===== src/rtl/ldpc_shift_arbiter.sv =====
// Round-robin arbiter that time-shares one circular shifter between NREQ requesters,
// tagging each result with its requester id and guarding the shifter with a watchdog.
module ldpc_shift_arbiter #(
    parameter int MAXZ    = 81,
    parameter int NREQ    = 4,
    parameter int SW      = $clog2(MAXZ),
    parameter int TIMEOUT = 127,
    parameter int IDW     = $clog2(NREQ)
) (
    input  logic                 CLK,
    input  logic                 rst,
    input  logic [NREQ-1:0]      req_valid,
    output logic [NREQ-1:0]      req_ready,
    input  logic [NREQ*MAXZ-1:0] req_data,
    input  logic [NREQ*SW-1:0]   req_shift,
    output logic                 rsp_valid,
    input  logic                 rsp_ready,
    output logic [IDW-1:0]       rsp_id,
    output logic [MAXZ-1:0]      rsp_data,
    output logic                 rsp_err,
    output logic                 sh_valid_in,
    output logic [MAXZ-1:0]      sh_in_data,
    output logic [SW-1:0]        sh_shift_val,
    input  logic                 sh_valid_out,
    input  logic [MAXZ-1:0]      sh_out_data,
    output logic                 busy,
    output logic [7:0]           timeout_cnt,
    output logic [1:0]           dbg_state,
    output logic [IDW-1:0]       dbg_ptr
);
    localparam int WDW = $clog2(TIMEOUT + 1);

    typedef enum logic [1:0] {
        S_IDLE  = 2'd0,
        S_ISSUE = 2'd1,
        S_WAIT  = 2'd2,
        S_RESP  = 2'd3
    } state_t;

    state_t          state_q, state_d;
    logic [IDW-1:0]  ptr_q, ptr_d;
    logic [IDW-1:0]  id_q, id_d;
    logic [MAXZ-1:0] data_q, data_d;
    logic [SW-1:0]   shift_q, shift_d;
    logic            err_q, err_d;
    logic [WDW-1:0]  wdog_q, wdog_d;
    logic [7:0]      tcnt_q, tcnt_d;

    logic            gnt_found;
    logic [IDW-1:0]  gnt_id;

    // Handshakes: a request moves on req_valid[i] & req_ready[i]; a response
    // moves on rsp_valid & rsp_ready, and rsp_* hold steady until that happens.
    always_comb begin
        gnt_found = 1'b0;
        gnt_id    = '0;
        for (int k = 0; k < NREQ; k++) begin
            if (!gnt_found && req_valid[(int'(ptr_q) + k) % NREQ]) begin
                gnt_found = 1'b1;
                gnt_id    = IDW'((int'(ptr_q) + k) % NREQ);
            end
        end
    end

    always_comb begin
        req_ready = '0;
        if (state_q == S_IDLE && gnt_found) begin
            req_ready[gnt_id] = 1'b1;
        end
    end

    always_comb begin
        state_d = state_q;
        ptr_d   = ptr_q;
        id_d    = id_q;
        data_d  = data_q;
        shift_d = shift_q;
        err_d   = err_q;
        wdog_d  = wdog_q;
        tcnt_d  = tcnt_q;
        case (state_q)
            S_IDLE: begin
                if (gnt_found) begin
                    id_d    = gnt_id;
                    data_d  = req_data[int'(gnt_id)*MAXZ +: MAXZ];
                    shift_d = req_shift[int'(gnt_id)*SW +: SW];
                    // Out-of-range rotates are answered directly without touching the shifter.
                    if ({1'b0, shift_d} >= (SW+1)'(MAXZ)) begin
                        data_d  = '0;
                        err_d   = 1'b1;
                        state_d = S_RESP;
                    end else begin
                        err_d   = 1'b0;
                        state_d = S_ISSUE;
                    end
                end
            end
            S_ISSUE: begin
                wdog_d  = '0;
                state_d = S_WAIT;
            end
            S_WAIT: begin
                wdog_d = wdog_q + 1'b1;
                if (sh_valid_out) begin
                    data_d  = sh_out_data;
                    err_d   = 1'b0;
                    state_d = S_RESP;
                end else if (wdog_q == WDW'(TIMEOUT - 1)) begin
                    data_d  = '0;
                    err_d   = 1'b1;
                    state_d = S_RESP;
                    if (tcnt_q != 8'hFF) begin
                        tcnt_d = tcnt_q + 8'd1;
                    end
                end
            end
            S_RESP: begin
                if (rsp_ready) begin
                    ptr_d   = (id_q == IDW'(NREQ - 1)) ? '0 : id_q + 1'b1;
                    state_d = S_IDLE;
                end
            end
            default: state_d = S_IDLE;
        endcase
    end

    always_ff @(posedge CLK or posedge rst) begin
        if (rst) begin
            state_q <= S_IDLE;
            ptr_q   <= '0;
            id_q    <= '0;
            data_q  <= '0;
            shift_q <= '0;
            err_q   <= 1'b0;
            wdog_q  <= '0;
            tcnt_q  <= '0;
        end else begin
            state_q <= state_d;
            ptr_q   <= ptr_d;
            id_q    <= id_d;
            data_q  <= data_d;
            shift_q <= shift_d;
            err_q   <= err_d;
            wdog_q  <= wdog_d;
            tcnt_q  <= tcnt_d;
        end
    end

    assign rsp_valid    = (state_q == S_RESP);
    assign rsp_id       = id_q;
    assign rsp_data     = data_q;
    assign rsp_err      = err_q;
    assign sh_valid_in  = (state_q == S_ISSUE);
    assign sh_in_data   = data_q;
    assign sh_shift_val = shift_q;
    assign busy         = (state_q != S_IDLE);
    assign timeout_cnt  = tcnt_q;
    assign dbg_state    = state_q;
    assign dbg_ptr      = ptr_q;

endmodule

===== config.mk =====
export PLATFORM = sky130hd
export DESIGN_NAME = ldpc_shift_arbiter
export DESIGN_NICKNAME = d
export VERILOG_FILES = /design/src/rtl/ldpc_shift_arbiter.sv
export SDC_FILE = /design/constraint.sdc
export NUM_CORES = 1
export LEC_CHECK = 0
export CAP_MARGIN = 40
export CELL_PAD_IN_SITES_DETAIL_PLACEMENT = 1
export CELL_PAD_IN_SITES_GLOBAL_PLACEMENT = 2
export CORE_AREA = 2 2 246 248
export DETAILED_ROUTE_END_ITERATION = 10
export DIE_AREA = 0 0 248 250
export MAX_ROUTING_LAYER = met4
export PLACE_DENSITY = 0.73
export RECOVER_POWER = 100
export SLEW_MARGIN = 15
export SYNTH_ARGS = -nofsm -noshare
export SYNTH_HDL_FRONTEND = slang
export SYNTH_SLANG_ARGS = --single-unit
export TNS_END_PERCENT = 5

===== constraint.sdc =====
create_clock -name CLK -period 7.5 [get_ports CLK]
set_input_delay 1.5 -clock CLK [delete_from_list [all_inputs] [get_ports CLK]]
set_output_delay 1.5 -clock CLK [all_outputs]
set_load 0.01 [all_outputs]

After elaboration in Yosys (flattened, before gate mapping) --
Index checks and enable logic that the tools add are counted. Widths: inputs -> output; s select.
Word-level totals: memory bits (read-only) 0, bits of input ports 441, RAM bits 0, memories kept 0, latch bits 0, register bits 110, logic and storage cells 98, output and inout bits 191
Operators by class: $lt $le $gt $ge 7, divide/modulo/power cells 0, shift-type cells 2, multipliers 2, muxes and demuxes 40, reduce and logical (&&, ||, !) cells 20, add/subtract/negate cells 6, bitwise operators 4, equal/unequal tests 9
Operators by type and width (count):
- $mux 81 | 4
- $shiftx 324x10->81 | 1
- $pmux 81 s2 | 1
- $shiftx 28x6->7 | 1
- $mux 2 | 10
- $mux 1 | 16
- $pmux 7 s2 | 1
- $lt 3x4->1 const B | 3
- $mul 2x7->9 const B | 1
- $add 8x1->8 const B | 1
- $bmux 1 s2 | 4
- $ne 8x8->1 const B | 1
- $pmux 2 s4 | 1
- $add 7x1->7 const B | 1
- $eq 7x7->1 const B | 1
- $ge 7x7->1 const B | 1
- $eq 2x2->1 const B | 3
- $lt 2x3->1 const B | 2
- $reduce_and 3->1 | 2
- $reduce_bool 2->1 | 3
- $reduce_or 2->1 | 3
- $logic_and 1x1->1 | 5
- $mul 2x3->5 const B | 1
- $add 2x1->2 const B | 2
- other kinds (15) | 21

Logic depth before layout (Yosys ltp) --
Gate-level depths: netlist (run 1).
depth in word-level cells 20, depth in mapped cells 11

Worst setup path before layout (run 1) --
OpenSTA, ideal clock, no wires.
path kind input to output, from input port req_valid[0], to output port req_ready[0], data required time 6.000 ns, slack 3.046 ns, cell stages on the path 7, data arrival time 2.954 ns, cell sequence a21oi_1 > o21a_1 > o22a_1 > clkbuf_1 > buf_1 > clkbuf_1 > nor2_1
Between the ends: cells in the longest elaborated chain, start to end 17, elaborated cells on any way between the ends 32, those cells by class 2 x order compare; 22 x mux; 8 x reduce/logical
Ends and longest elaborated chain:
- start, declared | RTL line 12 | input logic [NREQ-1:0] req_valid,
- $bmux 1 s2 | RTL line 58 | if (!gnt_found && req_valid[(int'(ptr_q) + k) % NREQ]) begin
- $mux 1 (not written as such) | RTL line 58
- $mux 1 | RTL line 58
- $logic_not 1->1 | RTL line 58
- $logic_and 1x1->1 | RTL line 58
- $mux 1 | RTL line 58
- $logic_not 1->1 | RTL line 58
- $logic_and 1x1->1 | RTL line 58
- $mux 1 | RTL line 58
- $logic_not 1->1 | RTL line 58
- $logic_and 1x1->1 | RTL line 58
- $mux 2 | RTL line 58
- $lt 2x3->1 (not written as such) or $ge 2x1->1 (tied branches) | RTL line 68 | req_ready[gnt_id] = 1'b1;
- $logic_and 1x1->1 (not written as such) | RTL line 68
- $mux 1 (not written as such) | RTL line 68
- $demux 1 s2 | RTL line 68
- $mux 4 * | RTL line 67 | if (state_q == S_IDLE && gnt_found) begin
- end, declared | RTL line 13 | output logic [NREQ-1:0] req_ready,
Every way passes the cells marked *; elsewhere a longest branch is shown, timed or not. The select of a mux whose other input is x is not followed.

Final worst setup path (run 1) --
from input port req_valid[0], to register data_q[58], in the netlist rsp_data[58]
Between the ends: cells in the longest elaborated chain, start to end 18, elaborated cells on any way between the ends 35, those cells by class 2 x mul; 1 x order compare; 1 x eq/ne; 2 x shift; 22 x mux; 7 x reduce/logical
Ends and longest elaborated chain:
- branches (longest 18 deep; another with $bmux 1 s2)
- end signal, assigned | RTL line 141 | data_q <= data_d;
- end, declared | RTL line 43 | logic [MAXZ-1:0] data_q, data_d;
Several ways; the timed one is not identified. The select of a mux whose other input is x is not followed. A chain may end at the register's enable or synchronous reset.

==> results of run 1 <==
## synth_stat cells (8+ instances only)
cell type / instances
ha_1: 9
buf_1: 10
dfrtp_1: 110
mux2_2: 8
buf_6: 10
nand2_1: 24
a221o_1: 81
inv_1: 13
buf_4: 81
o21ai_0: 11
mux4_2: 87
clkbuf_1: 38
and3_1: 82
nor2_1: 11
## worst paths after layout
check,end,from
min in group asynchronous,rsp_data[9],rst
worst max register to register,rsp_data[58],dbg_ptr[1]
worst min register to register,timeout_cnt[7],timeout_cnt[7]
max in group asynchronous,rsp_data[5],rst
worst max-delay path,rsp_data[58],req_valid[0]
worst min-delay path,timeout_cnt[7],timeout_cnt[7]
## per-layer routing
layer	part of all wire, %	global-route usage [%]	vias up	wire length [um]
li1	-	-	3475	-
met1	40	15.6	4028	16600
met2	51	22.9	384	21100
met3	7.3	3.46	30	3000
met4	1.5	3.28	0	608
met5	0	-	-	0
## cell families (layout without fill, tap and decap cells)
group | after synthesis | after routing
XOR/XNOR | 8 | 8
flip-flops | 110 | 110
adder cells (fa/ha/maj) | 9 | 9
AO/OA/AOI/OAI | 112 | 112
buffers and inverters | 152 | 673
AND/OR/NAND/NOR | 143 | 143
multiplexers | 97 | 97
other | 0 | 5
## worst register-to-register path: cells and delay by family, from the launching register on
kind                   cells  cell delay [ps]
buffers and inverters      2             1400
multiplexers               2              750
AO/OA/AOI/OAI              3             1120
flip-flops                 1              500
AND/OR/NAND/NOR            2             1090
## layout make-up
class	instances	area share, %
repair buffers	644	44.1
multi-input cells	369	28.0
flip-flops and latches	110	18.8
well taps	782	6.67
clock buffers	9	1.54
clock inverters	7	0.512
inverters	13	0.341
diodes	5	0.0853
## power groups by stage
stage | clock [uW] | combinational, uW | sequential [uW]
2_1_floorplan | 0 | 1660 | 1060
3_3_place_gp | 0 | 2840 | 1060
3_5_place_dp | 0 | 2950 | 1060
4_1_cts | 564 | 2960 | 1050
5_1_grt | 582 | 2980 | 1060
6_report | 526 | 2760 | 1030
## metrics by stage
stage               power [uW]  utilization, %  worst slack [ps]  cells
floorplan                 2720               -              3050    631
global route              4620            24.6              1130   1938
finish                    4320            24.6              1380   1939
global placement          3900            24.0              1860   1912
CTS                       4580            24.6              2300   1932
detailed placement        4010            24.1              1910   1916
## registers in the layout, indices dropped and copies added (netlist names)
name          cells
wdog_q            7
timeout_cnt       8
dbg_state         2
rsp_data         81
rsp_err           1
dbg_ptr           2
rsp_id            2
sh_shift_val      7
==> results.yml, run 1 <==
status:
  outcome: "complete, but fails checks"
  violations: "capacitance limit, slew limit"
yosys:
  async_flop_share_pct: 100
  synth-edff-count: 0
  ys_seq_elements: 110
  synth_fa_ha_area_share_pct: 1.44
  synth_seq_area_share_pct: 35.3
  synth_compound_area_share_pct: 13.1
  yosysUniqueCellTypes: 39
  synth-xor-area-share_pct: 0.899
  syn_avg_cell_area_sq_um: 12.4
  muxShareOfSynthArea_pct: 26.8
  syn_inst: 631
  yosys.area_share.simple_pct: 10.3
  synth_top_family_by_area: "multiplexers"
  yosys.area.top_type_share_pct: 35.3
  synth_ff_type: "dfrtp_1"
  synth.net_count: 1081
  synth_area_sq_um: 7790
  yosysWarnings: 0
  synth_top_area_cell: "dfrtp_1"
  synthTopCellsByArea: "dfrtp_1 (35%), mux4_2 (25%), a221o_1 (10%)"
sta:
  clock.fmax_ghz: 0.163
  relSlewSlack_pct: -112
  fin_skew_ps: 12.1
  rsz0062_at_grt: "false"
  worst_slew_pin_slew_ps: 3190
  finalCritPeriodShare_pct: 81.7
  min_period_ps: 6120
  slew_violations: 104
  fin_tns_setup_ps: 0
  hold_viol: 0
  final-setup-viol-count: 0
  hold_ws_ps: 505
power_and_ir_drop:
  p_per_area_nw_per_um2: 294
  leakage_uw: 0.00613
  clkPwrFrac_pct: 12.2
  p_sw_share_pct: 41.9
  ir_worst_vdd_mv: 0.214
  combPwrFrac_pct: 64.0
  power.internal_uw: 2510
  pwr-share-seq_pct: 23.9
  power_switching_uw: 1810
critical_path:
  path_cells: "dlygate4sd3_1 -> mux2i_1 -> o2bb2ai_1 -> or2_4 -> mux4_2 -> or4_1 -> a2111oi_0 -> buf_4 -> clkbuf_2 -> a221o_1"
  cp.arrival_ps: 6450
  cp-start-kind: "input pin"
  r2r_cells: 9
  critPathKind: "in -> reg"
  reg2reg_setup_slack_ps: 2580
  cp_num_buf_inv: 3
  critPathMaxFanout: 46
  cp_data_required_time_ps: 7820
  crit_family: "buffers and inverters"
  cp-end-kind: "flip-flop"
  path_depth: 10
  slowest_stage: "clkbuf_2"
  critical-path-max-stage-delay_ps: 910
placed_design:
  place_area_sq_um: 14400
  place_congestion: 0.841
  hpwl_um: 33600
  io_buffers: 631
global_routing:
  track_usage_pct: 13.4
  antenna_found_initial: 6
  grt-ovfl-total: 0
  grt_pass1_vias: 8787
  grt_max_degree: 60
  grt_pass1_wl_um: 59100
cts:
  insertion_delay_ps: 390
  clk_path_buf_depth: 2
  cts_root_buffer: "clkbuf_16"
  cts_tree: "built"
  cts-hold-fix-buffers: 0
  clkTransAtPathRegs_ps: 90
  cts_sinks: 110
  cts_resized: 0
  post-cts-setup-buffer-count: 0
  cts_made_buffers: 9
  htreeDepth: 3
floorplanning:
  die_w_um: 248
  rows: 90
  die_h_um: 250
  dieArea_sq_um: 62000
  io_pins: 632
  start_util_pct: 13.1
  core-area_sq_um: 59600
cells_and_area:
  mostFrequentLayoutCells: "clkdlybuf4s50_1 (435), dlygate4sd3_1 (196), dfrtp_1 (110), mux4_2 (87), and3_1 (82)"
  regArea_sq_um: 2750
  multi_input_area_sq_um: 4100
  n_fill_cell: 6700
  final_nets: 1597
  drive_above_1_share_pct: 11.1
  finalInstanceArea_sq_um: 14700
  area_growth_pct: 88.1
  final_common_cell: "clkdlybuf4s50_1"
min_path:
  hold_depth: 1
  hold_path.class: "reg -> reg"
route:
  postRouteAntennaNets: 0
  vias_per_cell: 4.08
  drt-total-wl_um: 41400
  drt-initial-drc-count: 297
  wl_per_cell_um: 21.3
  drtPass1Iterations: 6
  remaining_drc_errors: 0
  vias: 7917
job:
  drv_cap: 2
(Power assumes the default switching activity.)
==> run 2: changes to the inputs <==
- CORE_AREA: 2 2 246 248 -> 2 2 245 247
- DIE_AREA: 0 0 248 250 -> 0 0 247 249
- clock period: 7.5 -> 5.7 ns (I/O delays scaled with it)
==> results.yml, run 2 (synthesis gave the netlist of run 1 again) <==
route:
  drt-initial-drc-count: 305
  remaining_drc_errors: 0
  vias_per_cell: 4.07
  drt-total-wl_um: 41600
  drtPass1Iterations: 4
  vias: 7858
  postRouteAntennaNets: 0
  wl_per_cell_um: 21.5
min_path:
  hold_path.class: "reg -> reg"
  min_from: "rsp_err"
floorplanning:
  rows: 89
  core-area_sq_um: 58700
  io_pins: 632
  die_h_um: 249
  start_util_pct: 13.3
  dieArea_sq_um: 61500
  die_w_um: 247
sta:
  hold_viol: 0
  finalCritPeriodShare_pct: 85.9
  setup_ws_ps: 801
  final-setup-viol-count: 0
  fin_skew_ps: 9.00
  min_period_ps: 4900
  rsz0062_at_grt: "false"
  relSlewSlack_pct: -83.2
  fin_tns_setup_ps: 0
  clock.fmax_ghz: 0.204
  hold_ws_ps: 501
  slew_violations: 48
  worst_slew_pin_slew_ps: 2750
critical_path:
  critPathKind: "in -> out"
  cp-start-kind: "input pin"
  startpoint: "req_valid[1]"
  cp.arrival_ps: 3760
  critPathMaxFanout: 35
  cp-end-kind: "output port"
  cp_data_required_time_ps: 4560
  reg2reg_from: "dbg_ptr[1]"
global_routing:
  grt-ovfl-total: 0
  grt_pass1_wl_um: 60200
  track_usage_pct: 13.7
  grt_pass1_vias: 8964
  grt_max_degree: 59
  antenna_found_initial: 8
cells_and_area:
  area_growth_pct: 88.2
  mostFrequentLayoutCells: "clkdlybuf4s50_1 (439), dlygate4sd3_1 (192), dfrtp_1 (110), mux4_2 (87), and3_1 (82)"
  final_nets: 1599
  largest_reg_flops: 81
  drive_above_1_share_pct: 11.4
  final_common_cell: "clkdlybuf4s50_1"
cts:
  post-cts-setup-buffer-count: 0
  cts_sinks: 110
  cts_made_buffers: 9
  clk_path_buf_depth: 2
  cts_resized: 0
  cts_tree: "built"
  cts-hold-fix-buffers: 0
  cts_root_buffer: "clkbuf_16"
  clkTransAtPathRegs_ps: 80
  htreeDepth: 3
  insertion_delay_ps: 380
power_and_ir_drop:
  leakage_uw: 0.00613
  p_per_area_nw_per_um2: 387
  p_total_uw: 5670
  ir_worst_vdd_mv: 0.195
status:
  outcome: "complete, but fails checks"
  violations: "capacitance limit, slew limit"
placed_design:
  place_ws_ps: 914
  place_congestion: 0.873
  io_buffers: 631
  hpwl_um: 34000
job:
  drv_cap: 1
-- run 2: critical path, stage by stage --
cell	delay, ps
clkdlybuf4s50_1	580
a21oi_1	70
o21a_1	210
o22a_4	290
clkbuf_2	610
nor2_1	270
clkdlybuf4s50_1	560
-- run 2: where the power goes --
group / total (uW) / leakage, uW / internal (uW) / switching [uW]
clock: 692 / 0.000148 / 332 / 360
combinational: 3620 / 0.00456 / 1890 / 1730
sequential: 1360 / 0.00143 / 1070 / 284
-- run 2: worst paths after layout --
kind                                endpoint  slack, ps  depth (start not counted)
worst max-delay path            req_ready[1]        800                          7
worst min-delay path                 rsp_err        500                          2
worst max register to register  rsp_data[39]       1680                          9
worst min register to register       rsp_err        500                          2
max in group asynchronous       rsp_data[16]       1560                          3
min in group asynchronous       rsp_data[44]       1200                          2
-- run 2: layout make-up --
class                      count  area (sq um)
tap                          773           967
clock inverter                 5          50.0
fill                        6639         44000
multi-input combinational    369          4120
timing repair buffer         646          6460
sequential                   110          2750
inverter                      13          50.0
clock buffer                  11           253
antenna                        4          10.0
-- run 2: through the flow --
step,std cells,utilization (%),cell area (sq um)
after floorplan,631,-,7790
after global placement,1908,24.4,14300
after detailed placement,1910,24.5,14400
after CTS,1926,25.0,14700
after global routing,1929,25.0,14700
final,1931,25.0,14700
-- run 2: per-layer routing --
metal	track usage (%)	vias up	share of wire [%]
met3	1.79	33	6.4
met1	16.4	3961	40
met5	-	-	0
met2	23.4	386	51
met4	4.70	0	2.3
li1	-	3478	-
==> run 3: changes to the inputs <==
--- a/config.mk
+++ b/config.mk
@@ -9,9 +9,10 @@
 export CELL_PAD_IN_SITES_DETAIL_PLACEMENT = 1
 export CELL_PAD_IN_SITES_GLOBAL_PLACEMENT = 2
-export CORE_AREA = 2 2 245 247
+export CORE_AREA = 2 2 247 249
 export DETAILED_ROUTE_END_ITERATION = 10
-export DIE_AREA = 0 0 247 249
+export DIE_AREA = 0 0 249 251
+export DONT_BUFFER_PORTS = 1
 export MAX_ROUTING_LAYER = met4
-export PLACE_DENSITY = 0.73
+export PLACE_DENSITY = 0.48
 export RECOVER_POWER = 100
 export SLEW_MARGIN = 15
==> constraint.sdc (replaced) <==
create_clock -name CLK -period 5.7 [get_ports CLK]
set_input_delay 1.14 -clock CLK [delete_from_list [all_inputs] [get_ports CLK]]
set_output_delay 1.14 -clock CLK [all_outputs]
set_load 0.1 [all_outputs]
==> results.yml, run 3 (synthesis gave the netlist of run 1 again) <==
critical_path:
  reg2reg_setup_slack_ps: 990
  cp-end-kind: "flip-flop"
  cp_data_required_time_ps: 6030
  critPathMaxFanout: 51
  critPathKind: "in -> reg"
  r2r_cells: 10
  cp-start-kind: "input pin"
  startpoint: "req_valid[0]"
  crit_end: "rsp_data[61]"
  reg2reg_from: "dbg_ptr[0]"
  cp.arrival_ps: 5050
  r2r_end: "rsp_data[61]"
global_routing:
  grtUsageMet2_pct: 18.9
  antenna_found_initial: 30
  track_usage_pct: 11.8
  grt-ovfl-total: 0
  grt_pass1_vias: 6724
  grt_busiest_layer: "met2"
  grt_pass1_wl_um: 51000
  grtUsageMet1_pct: 12.4
  grt_max_degree: 72
  use_met3_pct: 5.00
status:
  outcome: "complete, but fails checks"
  violations: "DRC, capacitance limit, slew limit"
cells_and_area:
  n_fill_cell: 6888
  multi_input_area_sq_um: 4130
  fin_cells: 1460
  final_common_cell: "clkbuf_1"
  final_nets: 1094
  final_core_util_pct: 15.0
  largest_reg_flops: 81
  area_growth_pct: 15.4
  mostFrequentLayoutCells: "clkbuf_1 (112), dfrtp_1 (110), mux4_2 (87), and3_1 (82), a221o_1 (81)"
  drive_above_1_share_pct: 21.6
  regArea_sq_um: 2750
sta:
  rsz0062_at_grt: "false"
  finalCritPeriodShare_pct: 82.8
  min_period_ps: 4720
  final-setup-viol-count: 0
  fin_skew_ps: 18.7
  worst_slew_pin_slew_ps: 2470
  clock.fmax_ghz: 0.212
  hold_viol: 0
  slew_violations: 93
  relSlewSlack_pct: -64.7
  fin_tns_setup_ps: 0
placed_design:
  place_congestion: 0.887
  dp_cells: 1406
  hpwl_um: 29500
  io_buffers: 0
route:
  vias_per_cell: 4.15
  postRouteAntennaNets: 0
  drt-total-wl_um: 37300
  remaining_drc_errors: 1
  drtPass1Iterations: 7
  drt-initial-drc-count: 352
  vias: 6058
  wl_per_cell_um: 25.6
cts:
  post-cts-setup-buffer-count: 0
  cts-hold-fix-buffers: 0
  clkTransAtPathRegs_ps: 100
  clk_path_buf_depth: 2
  cts_root_buffer: "clkbuf_16"
  cts_tree: "built"
  cts_resized: 0
  cts_sinks: 110
  htreeDepth: 3
  insertion_delay_ps: 400
  cts_made_buffers: 9
floorplanning:
  die_w_um: 249
  core-area_sq_um: 59800
  die_h_um: 251
  io_pins: 632
  dieArea_sq_um: 62500
  start_util_pct: 13.0
  rows: 90
job:
  drv_cap: 2
min_path:
  hold_path.class: "reg -> reg"
==> run 3: cell types whose count changed in the layout (fill, tap and decap cells not counted), moves of 2 or more <==
cell / previous run / this run
buf_1: 0 / 12
buf_16: 1 / 5
clkbuf_1: 2 / 112
clkbuf_8: 2 / 0
clkdlybuf4s50_1: 439 / 0
clkinv_8: 0 / 2
diode_2: 4 / 29
dlygate4sd3_1: 192 / 0
inv_6: 0 / 3
inv_8: 3 / 1
nor2_1: 11 / 7
nor2_2: 0 / 4
==> run 3: worst min path at each step <==
stage                              start        endpoint  cells past startpoint
final                     timeout_cnt[6]  timeout_cnt[6]                      1
after global placement         wdog_q[5]       wdog_q[5]                      2
after detailed placement       wdog_q[5]       wdog_q[5]                      2
after CTS                      wdog_q[5]       wdog_q[5]                      2
after global routing                 rst    rsp_data[38]                      1
after floorplan                wdog_q[5]       wdog_q[5]                      2
==> run 3: final cells by class <==
class | count | area share [%]
multi-input combinational | 369 | 46.0
clock inverter | 7 | 0.862
clock buffer | 9 | 2.50
sequential | 110 | 30.6
tap | 782 | 10.9
antenna | 29 | 0.807
inverter | 13 | 0.556
timing repair buffer | 141 | 7.83
==> run 3: critical path, cell delays in order <==
cell	delay, ps
a21oi_1	140
o21a_1	160
o22a_4	570
clkbuf_2	1170
mux4_1	460
and2_1	230
a2111oi_4	370
buf_4	470
a221o_1	230
==> run 3: stage by stage <==
stage | setup WS [ps] | cell area (sq um) | hold slack [ps]
after floorplan | 1050 | 7790 | 523
after global placement | 1180 | 8140 | 549
after detailed placement | 1030 | 11000 | 565
after CTS | 1420 | 11300 | 580
after global routing | 619 | 8990 | 518
final | 979 | 8990 | 497
==> run 3: per-layer routing <==
layer | up-vias | wire length [um]
met3 | 59 | 3940
met2 | 389 | 18300
met5 | - | 0
met1 | 3114 | 13600
li1 | 2496 | -
met4 | 0 | 1550
Power of run 3 is left out: the tool's default activity adds up to more than one toggle a clock period on the data nets, which glitch-free logic cannot reach.
